## src/rtl/vu_window_level.sv

```systemverilog
// vu_window_level: per-window bit-density meter for the VU chain.
// Samples the upstream free-running count once per WIN-cycle window, turns the
// wrap-safe delta into a 0..LEDS level, and drives a thermometer bar plus a
// peak-hold marker that holds for HOLD_WINDOWS updates and then decays one
// step per window.
//
// state   | meaning
// --------+--------------------------------------------------------------
// S_PRIME | first window after reset; capture baseline count, no update
// S_RUN   | every window end: capture count, update level/bar/peak
module vu_window_level #(
  parameter  int W            = 8,
  parameter  int WIN          = 200,
  parameter  int LEDS         = 8,
  parameter  int HOLD_WINDOWS = 4,
  localparam int LW           = $clog2(LEDS + 1)
) (
  input  logic            clk,
  input  logic            rst,
  input  logic [W-1:0]    count_in,
  output logic [LW-1:0]   level,
  output logic [LEDS-1:0] bar,
  output logic [LEDS-1:0] peak,
  output logic            win_valid
);

  localparam int CW = $clog2(WIN);
  localparam int HW = $clog2(HOLD_WINDOWS + 2);
  localparam int PW = W + LW;

  typedef enum logic {S_PRIME, S_RUN} state_t;

  state_t          r_state;
  state_t          w_state_nxt;
  logic [CW-1:0]   r_win_cnt;
  logic            w_win_end;
  logic            w_update;
  logic [W-1:0]    r_prev;
  logic [W-1:0]    w_d;
  logic [W-1:0]    w_dsat;
  logic [PW-1:0]   w_prod;
  logic [LW-1:0]   w_lvl;
  logic [LEDS-1:0] w_bar;
  logic [LW-1:0]   r_peak_level;
  logic [LW-1:0]   w_pk_nxt;
  logic [HW-1:0]   r_hold_cnt;
  logic [HW-1:0]   w_hold_nxt;
  logic [LEDS-1:0] w_peak_oh;

  assign w_win_end = (r_win_cnt == CW'(WIN - 1));

  // Free-running window counter, 0..WIN-1.
  always_ff @(posedge clk) begin
    if (rst)            r_win_cnt <= '0;
    else if (w_win_end) r_win_cnt <= '0;
    else                r_win_cnt <= r_win_cnt + CW'(1);
  end

  // FSM state register.
  always_ff @(posedge clk) begin
    if (rst) r_state <= S_PRIME;
    else     r_state <= w_state_nxt;
  end

  // FSM next state; an update is only allowed once a baseline exists.
  always_comb begin
    w_state_nxt = r_state;
    w_update    = 1'b0;
    case (r_state)
      S_PRIME: if (w_win_end) w_state_nxt = S_RUN;
      S_RUN:   if (w_win_end) w_update = 1'b1;
      default: w_state_nxt = S_PRIME;
    endcase
  end

  // Baseline count, refreshed at every window end in either state.
  always_ff @(posedge clk) begin
    if (rst)            r_prev <= '0;
    else if (w_win_end) r_prev <= count_in;
  end

  // Delta is modulo 2^W; anything above WIN means the upstream jumped, so clamp.
  assign w_d    = count_in - r_prev;
  assign w_dsat = (w_d > W'(WIN)) ? W'(WIN) : w_d;
  assign w_prod = PW'(w_dsat) * PW'(LEDS);

  // Level = number of thresholds k*WIN met by d*LEDS; thresholds are monotonic.
  always_comb begin
    w_lvl = '0;
    for (int k = 1; k <= LEDS; k++) begin
      if (w_prod >= PW'(k * WIN)) w_lvl = LW'(k);
    end
  end

  // Thermometer code of the new level.
  always_comb begin
    w_bar = '0;
    for (int i = 0; i < LEDS; i++) w_bar[i] = (w_lvl > LW'(i));
  end

  // Peak hold/decay evaluated against the new level.
  always_comb begin
    w_pk_nxt   = r_peak_level;
    w_hold_nxt = r_hold_cnt;
    if (w_lvl >= r_peak_level) begin
      w_pk_nxt   = w_lvl;
      w_hold_nxt = HW'(HOLD_WINDOWS);
    end else if (r_hold_cnt != '0) begin
      w_hold_nxt = r_hold_cnt - HW'(1);
    end else begin
      // peak_level > level here, so the decrement cannot underflow
      w_pk_nxt = ((r_peak_level - LW'(1)) > w_lvl) ? (r_peak_level - LW'(1)) : w_lvl;
    end
  end

  // One-hot marker for the next peak level; zero peak lights nothing.
  always_comb begin
    w_peak_oh = '0;
    for (int i = 0; i < LEDS; i++) w_peak_oh[i] = (w_pk_nxt == LW'(i + 1));
  end

  // Output registers, loaded only on a RUN window end.
  always_ff @(posedge clk) begin
    if (rst) begin
      level        <= '0;
      bar          <= '0;
      peak         <= '0;
      r_peak_level <= '0;
      r_hold_cnt   <= '0;
      win_valid    <= 1'b0;
    end else begin
      win_valid <= w_update;
      if (w_update) begin
        level        <= w_lvl;
        bar          <= w_bar;
        peak         <= w_peak_oh;
        r_peak_level <= w_pk_nxt;
        r_hold_cnt   <= w_hold_nxt;
      end
    end
  end

endmodule

```

## config.mk

```make
export PLATFORM = sky130hd
export DESIGN_NAME = vu_window_level
export DESIGN_NICKNAME = d
export VERILOG_FILES = /design/src/rtl/vu_window_level.sv
export SDC_FILE = /design/constraint.sdc
export NUM_CORES = 1
export LEC_CHECK = 0
export ABC_AREA = 0
export CORE_AREA = 8 8 78 80
export CTS_CLUSTER_SIZE = 24
export DETAILED_ROUTE_END_ITERATION = 16
export DIE_AREA = 0 0 86 88
export GPL_ROUTABILITY_DRIVEN = 0
export PLACE_DENSITY_LB_ADDON = 0.25
export SYNTH_ARGS = -nofsm -noshare
export SYNTH_HDL_FRONTEND = slang
export SYNTH_SLANG_ARGS = --single-unit
```

## constraint.sdc

```tcl
create_clock -name clk -period 10.7 [get_ports clk]
set_input_delay 2.14 -clock clk [delete_from_list [all_inputs] [get_ports clk]]
set_output_delay 2.14 -clock clk [all_outputs]
set_load 0.005 [all_outputs]
```

==> results.md, run 1 <==
- Area growth from synthesis to layout: 13.9%
- Worst-path fanout max: 11
- Cell taking the most area after synthesis: dfxtp_1
- Clock Latency Late Sink: 300 ps
- Status: finished clean
- Top_reg_cell synth: dfxtp_1
- Syn avg cell area: 8.54 um2
- WP data required: 10900 ps
- Max-cap viol count: 0
- Number of global-route vias before repair: 2397
- Multi-input gate area: 0.00186 mm2
- Synth Warn #: 0
- Nets@finish: 393
- Power per cell area: 113 mW/mm2
- Routed vias/inst: 5.44
- Number of cells after detailed placement: 426
- Pins over their slew limit: 0
- Largest net degree at the start of global routing: 33
- Initial DRC Count: 99
- Sequential area share after synthesis: 30.3%
- Core area: 0.00491 mm2
- Synth Net Count: 370
- Worst-margin pin slew: 936 ps
- CP endpoint kind: flop
- CTS HTree Levels: 2
- Layout Skew: 5.69 ps
- Fin cells: 434
- Critical Path Most Common Cell: inv_1
- All-Layer GR Usage: 16.4%
- Post-synth ARST share: 0%
- Slowest CP cell: o31ai_1
- Hold crit path type: flop to flop
- Setup Buffers After CTS: 0
- Cts repair resizes: 0
- Pleak: 1.17 nW
- DRC: 0
- TritonRoute pass-1 iters: 4
- Fin crit period: 7390 ps
- Ranking of synthesized cells by area: dfxtp_1 30%, ha_1 8.2%, nor2_1 6.5%
- Post-Syn Area: 0.00290 mm2
- Maximum vdd drop: 0.0670 mV
- Via count: 2360
- Die X: 86 um
- Clock transition at path regs: 90 ps
- Die ar.: 0.00757 mm2
- Diode count: 0
- Max stage delay on crit path: 570 ps
- Clock Path Buffers: 2
- Cts bufs inserted: 5
- Worst EP arrival: 7590 ps
- RSZ-0062 raised after global routing: no
- Post-CTS Hold Buffers: 0
- Synth unique cells: 72
- Dpl hpwl: 4410 um
- Final wirelength: 5770 um
- FP Rows: 26
- Clk sink count: 44
- Initial Utilization: 59.1%
- Grt ovf: 0
- Startpoint types: input pin
- Final Setup Violations: 0
- Die height: 88 um
- Final Hold Viols: 0
- Slew margin rel.: 37.2%
- I/O pin total: 31
- Final ANT Viol Nets: 0
- FMAX: 0.135 GHz
- Gate Count Post-Synth: 340
- Fin crit share: 69.1%
- TritonCTS clock tree: done
- Reg area: 881 um2
- First-pass GRT wire length: 10300 um
- Worst Path Class, Setup: input pin to flop
- Worst path cell trace: clkdlybuf4s50_1, inv_1, ha_1, inv_1, fa_1, a211oi_4, mux2_2, a2bb2oi_1, a211oi_1, nor3_4, nor4_4, inv_1, ha_1, nor2b_1, o211a_1, o31ai_1, a21oi_1, o31ai_4, and3b_1, nor2b_1, a22o_1
- Setup_tns: 0 ps
- I/O Buffers: 30
- Wire per inst: 13.3 um
- Share of post-route cells with drive strength above 1: 11.5%
- Fill count: 411
- Initial antenna violation count: 0
- Hold_ws: 451 ps
- Yosys reg bits: 44
- CTS Root Cell: clkbuf_8
- Synth top area share: 30.3%
- Number of flops mapped to enable cells by yosys: 0
==> kinds of logic (layout without fill, tap and decap cells) <==
kind of cell             Yosys count  count (layout)  synth area share [%]
AND/OR/NAND/NOR                  132             132                  22.5
AO/OA/AOI/OAI                     80              80                  23.0
flip-flops                        44              44                  30.3
buffers and inverters             37              61                  5.95
adder cells (fa/ha/maj)           20              20                  8.88
XOR/XNOR                          18              18                  6.21
multiplexers                       9               9                  3.15
==> stage by stage <==
| step | utilization (%) | setup slack (ps) | power [mW] | area, um2 |
|---|---|---|---|---|
| after CTS | 67.3 | 3350 | 0.377 | 3310 |
| after floorplan | - | 4050 | 0.255 | 2900 |
| final | 67.3 | 3310 | 0.375 | 3310 |
| after global routing | 67.3 | 3000 | 0.395 | 3310 |
| after global placement | 65.5 | 3270 | 0.271 | 3220 |
| after detailed placement | 65.5 | 3030 | 0.274 | 3220 |
==> per-layer routing <==
layer / up-vias / part of all wire, % / wire length [um] / GRT usage [%]
li1: 1239 / - / - / -
met1: 1068 / 47 / 2710 / 18.5
met2: 47 / 48 / 2780 / 29.7
met3: 6 / 3.4 / 197 / 2.72
met4: 0 / 1.4 / 79 / 7.32
met5: - / 0 / 0 / 0
==> cell type report <==
class / count / area share (%)
clock buffers: 5 / 2.08
clock inverters: 3 / 0.568
inverters: 21 / 2.38
multi-input cells: 259 / 56.1
flip-flops and latches: 44 / 26.6
well taps: 70 / 2.65
repair buffers: 32 / 9.54
==> synth_stat cells (all sizes together), types with 2 or more instances <==
cell type and count:
a211oi 9, a21oi 24, a22o 3, a311oi 3, a31oi 2, and2 4
and3 2, buf 6, clkbuf 10, dfxtp 44, ha 19, inv 21
mux2i 8, nand2 33, nand2b 5, nand3 8, nor2 50, nor2b 6
nor3 8, nor4 6, o2111ai 3, o21a 3, o21ai 10, o221ai 3
o22ai 2, o31a 3, o31ai 3, or2 3, or3 3, xnor2 8
xor2 10
==> flip-flops by register name, summed over array words and instances, names as in the netlist <==
| signal | count |
|---|---|
| r_prev | 8 |
| bar | 7 |
| r_hold_cnt | 3 |
| r_state | 1 |
| win_valid | 1 |
| r_win_cnt | 8 |
| peak | 8 |
| r_peak_level | 4 |
| level | 4 |
==> path summary, 6_finish.rpt <==
path          startpoint      end  slack, ps  cells past startpoint
max          count_in[0]  peak[1]       3310                     21
min              peak[2]  peak[2]        450                      2
max reg2reg    r_prev[0]  peak[1]       5300                     19
min reg2reg      peak[2]  peak[2]        450                      2
==> power by group <==
group          internal [mW]  total [mW]  switching [mW]
Clock                 0.0455       0.104          0.0580
Sequential             0.165       0.165        0.000749
Combinational         0.0402       0.106          0.0656
==> layout by cell type, fill, tap and decap left out, drive strengths merged, types with 4 or more instances in the layout <==
cell,Yosys,final
nor2,50,50
dfxtp,44,44
nand2,33,33
clkdlybuf4s50,0,30
a21oi,24,24
inv,21,21
ha,19,19
xor2,10,10
o21ai,10,10
a211oi,9,9
nand3,8,8
mux2i,8,8
xnor2,8,8
nor3,8,8
nor2b,6,6
nor4,6,6
clkbuf,10,5
nand2b,5,5
and2,4,4
==> worst max-delay path: cells and delay by family <==
kind | cells | cell delay [ps]
compound gates | 8 | 2280
fa+ha+maj | 3 | 970
buf+inv | 4 | 640
mux | 1 | 370
simple gates | 5 | 1160
Power figures use the tool's default switching activity.
==> run 2, diff against run 1 <==
--- a/config.mk
+++ b/config.mk
@@ -6,10 +6,10 @@
 export NUM_CORES = 1
 export LEC_CHECK = 0
 export ABC_AREA = 0
-export CORE_AREA = 8 8 78 80
+export CORE_AREA = 8 8 81 83
 export CTS_CLUSTER_SIZE = 24
 export DETAILED_ROUTE_END_ITERATION = 16
-export DIE_AREA = 0 0 86 88
+export DIE_AREA = 0 0 89 91
 export GPL_ROUTABILITY_DRIVEN = 0
 export PLACE_DENSITY_LB_ADDON = 0.25
 export SYNTH_ARGS = -nofsm -noshare
==> constraint.sdc (replaced) <==
create_clock -name clk -period 7.75 [get_ports clk]
set_input_delay 1.55 -clock clk [delete_from_list [all_inputs] [get_ports clk]]
set_output_delay 1.55 -clock clk [all_outputs]
set_load 0.005 [all_outputs]
==> run 2 against run 1 <==
Against the previous run: cell count rose by 0.46%; sequential power rose by 38%; count of clock-buffer cells in the layout up 1; flip-flop and latch count did not move; sequential share of layout area fell by 0.29 points; worst hold slack got worse by 4.6 ps; die area grew 7.0%; register-to-register slack worse by 2900 ps; via count grew 3.1%; critical endpoint unchanged.
==> results.md, run 2 (synthesis results as in run 1) <==
- Cts bufs inserted: 5 (unchanged)
- Fill count: 493 (+20%)
- Cts repair resizes: 0 (unchanged)
- Clock transition at path regs: 80 ps (about the same)
- Reg area: 881 um2 (unchanged)
- Placed inst area: 0.00322 mm2 (about the same)
- Clk sink count: 44 (unchanged)
- TritonRoute pass-1 iters: 4 (unchanged)
- Worst path cell trace: clkdlybuf4s50_1, inv_1, ha_1, inv_1, fa_1, a211oi_4, mux2_2, a2bb2oi_1, a211oi_1, nor3_4, nor4_4, inv_1, ha_1, nor2b_1, o211a_1, o31ai_1, a21oi_1, o31ai_4, and3b_1, nor2b_1, a22o_1
- Clock Latency Late Sink: 290 ps (about the same)
- Initial Utilization: 54.4% (-4.7 points)
- Slew margin rel.: 35.0% (-2.1 points)
- Multi-input gate area: 0.00186 mm2 (unchanged)
- RSZ-0062 raised after global routing: no
- Largest net degree at the start of global routing: 33 (unchanged)
- TritonCTS clock tree: done
- All-Layer GR Usage: 15.5% (-0.90 points)
- WP data required: 7940 ps (-2960 ps)
- Worst Path Class, Setup: input pin to flop
- FP Rows: 27 (+3.8%)
- Buf/Inv on CP: 4 (unchanged)
- Fin crit period: 6780 ps
- Status: finished clean
- Critical Path Most Common Cell: inv_1
- First-pass GRT wire length: 10400 um (+0.74%)
- Worst-path fanout max: 11 (unchanged)
- Hold crit path type: flop to flop
- Slowest CP cell: o31ai_1
- Largest registers: peak (8), r_prev (8), r_win_cnt (8)
- DRC: 0 (unchanged)
- Startpoint types: input pin
- CP endpoint kind: flop
- Top cell family by delay on the critical path: compound AO/OA/AOI/OAI gates
- Pleak: 1.18 nW (+1.2%)
- Final Setup Violations: 0 (unchanged)
- Nets@finish: 393 (unchanged)
- Most frequent cells in the layout: 50 x nor2_1, 44 x dfxtp_1, 33 x nand2_1, 30 x clkdlybuf4s50_1, 21 x inv_1
- Commonest non-fill, non-tap cell in the layout: nor2_1
- Grt ovf: 0 (unchanged)
- Initial antenna violation count: 0 (unchanged)
- Fin crit share: 87.5%
- Routed vias/inst: 5.58 (+2.6%)
- Area growth from synthesis to layout: 15.1%
- Number of global-route vias before repair: 2312 (-3.5%)
- CTS Root Cell: clkbuf_8
- Post-CTS Hold Buffers: 0 (unchanged)
- Final Hold Viols: 0 (unchanged)
- Layout Skew: 2.85 ps (-2.84 ps)
- Wire per inst: 13.4 um (+0.66%)
- Die ar.: 0.00810 mm2 (+7.0%)
- Setup_tns: 0 ps (unchanged)
- Initial DRC Count: 168 (+70%)
- FMAX: 0.147 GHz
- Final wirelength: 5830 um (+1.1%)
- Maximum vdd drop: 0.105 mV (+57%)
- CTS HTree Levels: 2 (unchanged)
- Hold_ws: 446 ps (-4.60 ps)
- R2R Setup Slk: 2350 ps (-2950 ps)
- Final instance area: 0.00334 mm2 (+1.1%)
- Core area: 0.00534 mm2 (+8.7%)
- Max stage delay on crit path: 600 ps (+30 ps)
- Power per cell area: 168 mW/mm2 (+48%)
- Worst EP arrival: 6980 ps (-610 ps)
- Pins over their slew limit: 0 (unchanged)
- Die height: 91 um (+3.4%)
- Die X: 89 um (+3.5%)
- I/O Buffers: 30 (unchanged)
- Final ANT Viol Nets: 0 (unchanged)
- Setup Buffers After CTS: 0 (unchanged)
- Dpl hpwl: 4380 um (-0.58%)
- I/O pin total: 31 (unchanged)
- Share of post-route cells with drive strength above 1: 11.5% (unchanged)
- Diode count: 0 (unchanged)
- Worst-margin pin slew: 968 ps (+32.0 ps)
- Max-cap viol count: 0 (unchanged)
- Clock Path Buffers: 2 (unchanged)
- Via count: 2432 (+3.1%)
[run 2: cell types whose count changed in the layout (fill, tap and decap cells not counted)]
cell,delta
bufinv_16,+1
clkbuf_8,+1
clkinv_2,-2
[run 2: layout make-up]
cell class | instances | share of cell area (%)
multi-input combinational | 259 | 55.5
sequential | 44 | 26.4
tap | 72 | 2.70
clock buffer | 6 | 2.47
inverter | 21 | 2.36
clock inverter | 2 | 1.16
timing repair buffer | 32 | 9.43
[run 2: routing by layer]
| metal | GRT usage, % | part of all wire (%) | routed length, um |
|---|---|---|---|
| met1 | 19.7 | 47 | 2760 |
| met2 | 25.4 | 48 | 2770 |
| met3 | 3.06 | 3.9 | 226 |
| met4 | 5.13 | 1.3 | 76 |
| met5 | 0 | 0 | 0 |
[run 2: tightest hold or removal path: cells and delay by family, from the launching register on]
kind             cells  cell delay, ps
AO/OA/AOI/OAI        1              50
flip-flops           1             310
AND/OR/NAND/NOR      1              50
[run 2: through the flow]
step	setup slack (ps)	power, mW	util [%]	cells
after floorplan	1690	0.352	-	340
after global placement	891	0.375	60.3	428
after detailed placement	776	0.378	60.3	428
after CTS	1010	0.564	62.6	436
after global routing	715	0.595	62.6	436
final	965	0.560	62.6	436
[run 2: worst paths after layout]
check / start / to / cells after the start
setup / recovery: count_in[0] / peak[1] / 21
hold / removal: peak[4] / peak[4] / 2
setup reg to reg: r_prev[0] / peak[1] / 19
hold reg to reg: peak[4] / peak[4] / 2
[run 2: power by group]
group,internal (mW),switching [mW],total [mW]
Clock,0.105,0.0797,0.185
Sequential,0.227,0.00106,0.228
Combinational,0.0556,0.0910,0.147
==> run 3, diff against run 2 <==
--- a/config.mk
+++ b/config.mk
@@ -7,11 +7,12 @@
 export LEC_CHECK = 0
 export ABC_AREA = 0
 export CORE_AREA = 8 8 81 83
-export CTS_CLUSTER_SIZE = 24
+export CTS_CLUSTER_SIZE = 12
 export DETAILED_ROUTE_END_ITERATION = 16
 export DIE_AREA = 0 0 89 91
 export GPL_ROUTABILITY_DRIVEN = 0
 export PLACE_DENSITY_LB_ADDON = 0.25
+export SETUP_SLACK_MARGIN = 0.15
 export SYNTH_ARGS = -nofsm -noshare
 export SYNTH_HDL_FRONTEND = slang
 export SYNTH_SLANG_ARGS = --single-unit
==> constraint.sdc (replaced) <==
create_clock -name clk -period 7.75 [get_ports clk]
set_input_delay 1.1625 -clock clk [delete_from_list [all_inputs] [get_ports clk]]
set_output_delay 1.1625 -clock clk [all_outputs]
set_load 0.005 [all_outputs]
==> run 3 against run 2 <==
Against the previous run: critical path depth did not move; sequential share of layout area did not move; worst hold slack got worse by 0.65 ps; count of clock-buffer cells in the layout did not move; flip-flop and latch count did not move; worst setup slack improved by 440 ps; critical path type unchanged; largest cell class unchanged; largest power group unchanged.
==> results.md, run 3 (synthesis results as in run 1) <==
- Largest net degree at the start of global routing: 33 (unchanged)
- Clk sink count: 44 (unchanged)
- Clock transition at path regs: 80 ps (about the same)
- Final wirelength: 5980 um (+2.5%)
- Worst-margin pin slew: 989 ps (+20.8 ps)
- Reg area: 881 um2 (unchanged)
- Worst r2r src: r_prev[0]
- Clock Latency Late Sink: 300 ps (about the same)
- Max-cap viol count: 0 (unchanged)
- Final ANT Viol Nets: 0 (unchanged)
- Die X: 89 um (unchanged)
- Number of cells after detailed placement: 428 (unchanged)
- Slew margin rel.: 33.6% (-1.4 points)
- Commonest non-fill, non-tap cell in the layout: nor2_1
- Cts repair resizes: 0 (unchanged)
- Pins over their slew limit: 0 (unchanged)
- Die ar.: 0.00810 mm2 (unchanged)
- Fin cells: 436 (unchanged)
- Critical Path Start: count_in[0]
- Switching share of power: 31.0% (+0.36 points)
- Setup_tns: 0 ps (unchanged)
- DRC: 0 (unchanged)
- CTS HTree Levels: 2 (unchanged)
- Die height: 91 um (unchanged)
- Area growth from synthesis to layout: 15.1% (unchanged)
- FP Rows: 27 (unchanged)
- Share of power burned in the clock network: 33.2% (about the same)
- Worst path cell trace: clkdlybuf4s50_1, inv_1, ha_1, inv_1, fa_1, a211oi_4, mux2_2, a2bb2oi_1, a211oi_1, nor3_4, nor4_4, inv_1, ha_1, nor2b_1, o211a_1, o31ai_1, a21oi_1, o31ai_4, and3b_1, nor2b_1, a22o_1
- Hold_sp: peak[4]
- Via count: 2454 (+0.90%)
- Fin crit period: 6340 ps (-441 ps)
- WP data required: 7950 ps (about the same)
- I/O pin total: 31 (unchanged)
- TritonCTS clock tree: done
- Register share of total power: 40.5% (-0.3 points)
- Wire per inst: 13.7 um (+2.5%)
- Post-CTS Hold Buffers: 0 (unchanged)
- Final Setup Violations: 0 (unchanged)
- TritonRoute pass-1 iters: 4 (unchanged)
- Routed vias/inst: 5.63 (+0.90%)
- Setup Buffers After CTS: 0 (unchanged)
- Cts bufs inserted: 5 (unchanged)
- Grt ovf: 0 (unchanged)
- Hold crit path type: flop to flop
- Multi-input gate area: 0.00186 mm2 (unchanged)
- Max stage delay on crit path: 570 ps (-30 ps)
- CP endpoint kind: flop
- All-Layer GR Usage: 15.4% (-0.081 points)
- Comb power frac: 26.3% (about the same)
- Initial DRC Count: 171 (+1.8%)
- FMAX: 0.158 GHz (+7.0%)
- Core area: 0.00534 mm2 (unchanged)
- Slowest CP cell: o31ai_1
- Worst Path Class, Setup: input pin to flop
- Clock Path Buffers: 2 (unchanged)
- Status: finished clean
- Fin crit share: 81.9% (-5.7 points)
- Net Switching: 175 uW (+1.8%)
- RSZ-0062 raised after global routing: no
- Startpoint types: input pin
- Buf/Inv on CP: 4 (unchanged)
- Pleak: 1.18 nW (unchanged)
- Number of global-route vias before repair: 2278 (-1.5%)
- Power per cell area: 169 mW/mm2 (+0.58%)
- Top cell family by delay on the critical path: compound AO/OA/AOI/OAI gates
- Final Hold Viols: 0 (unchanged)
- Most frequent cells in the layout: 50 x nor2_1, 44 x dfxtp_1, 33 x nand2_1, 30 x clkdlybuf4s50_1, 21 x inv_1
- Dpl hpwl: 4410 um (+0.68%)
- Initial Utilization: 54.4% (unchanged)
- Initial antenna violation count: 0 (unchanged)
- Diode count: 0 (unchanged)
- Worst EP arrival: 6540 ps (-440 ps)
- Nets@finish: 393 (unchanged)
- Fill count: 497 (+0.81%)
- Maximum vdd drop: 0.0977 mV (-7.2%)
- I/O Buffers: 30 (unchanged)
- Worst-path fanout max: 11 (unchanged)
- First-pass GRT wire length: 10400 um (about the same)
- Critical Path Most Common Cell: inv_1
- Internal Pwr Total: 388 uW (about the same)
- Layout Skew: 3.39 ps (+0.541 ps)
- Share of post-route cells with drive strength above 1: 11.5% (unchanged)
- Largest registers: peak (8), r_prev (8), r_win_cnt (8)
- CTS Root Cell: clkbuf_8
-- run 3: final timing paths --
kind | end | cells past startpoint | slack [ps]
worst min-delay path | peak[4] | 2 | 450
worst min register to register | peak[4] | 2 | 450
worst max register to register | peak[1] | 19 | 2390
worst max-delay path | peak[1] | 21 | 1410
-- run 3: final cells by class --
cell class	count	area share, %
clock buffer	6	2.47
clock inverter	2	1.16
inverter	21	2.36
multi-input combinational	259	55.5
sequential	44	26.4
tap	72	2.70
timing repair buffer	32	9.43
-- run 3: metal layers --
metal  GRT usage (%)  part of all wire (%)  vias to the layer above
li1                -                     -                     1239
met1            19.8                    46                     1152
met2            24.7                    48                       55
met3            3.24                   5.0                        8
met4            5.27                   1.4                        0
met5               0                     0                        -
-- run 3: stage by stage --
step | hold slack, ps | util [%] | power (mW) | area (um2) | worst slack, ps
after floorplan | 413 | - | 0.352 | 2900 | 2070
after global placement | 427 | 60.3 | 0.375 | 3220 | 1280
after detailed placement | 440 | 60.3 | 0.378 | 3220 | 1180
after CTS | 449 | 62.6 | 0.568 | 3340 | 1440
after global routing | 472 | 62.6 | 0.595 | 3340 | 1120
final | 445 | 62.6 | 0.563 | 3340 | 1410
-- run 3: power by group through the flow --
stage	sequential (mW)	combinational, mW	clock [mW]
final	0.228	0.148	0.187
after floorplan	0.233	0.119	0
after detailed placement	0.234	0.144	0
after CTS	0.228	0.147	0.193
after global routing	0.229	0.163	0.204
after global placement	0.233	0.142	0
-- run 3: worst register-to-register path: cells and delay by family (launching register included) --
kind | cells | cell delay [ps]
AOI/OAI and AO/OA | 8 | 2290
and+or+nand+nor | 5 | 1140
adders and majority gates | 3 | 950
muxes | 1 | 370
DFF | 1 | 350
buffers and inverters | 2 | 150
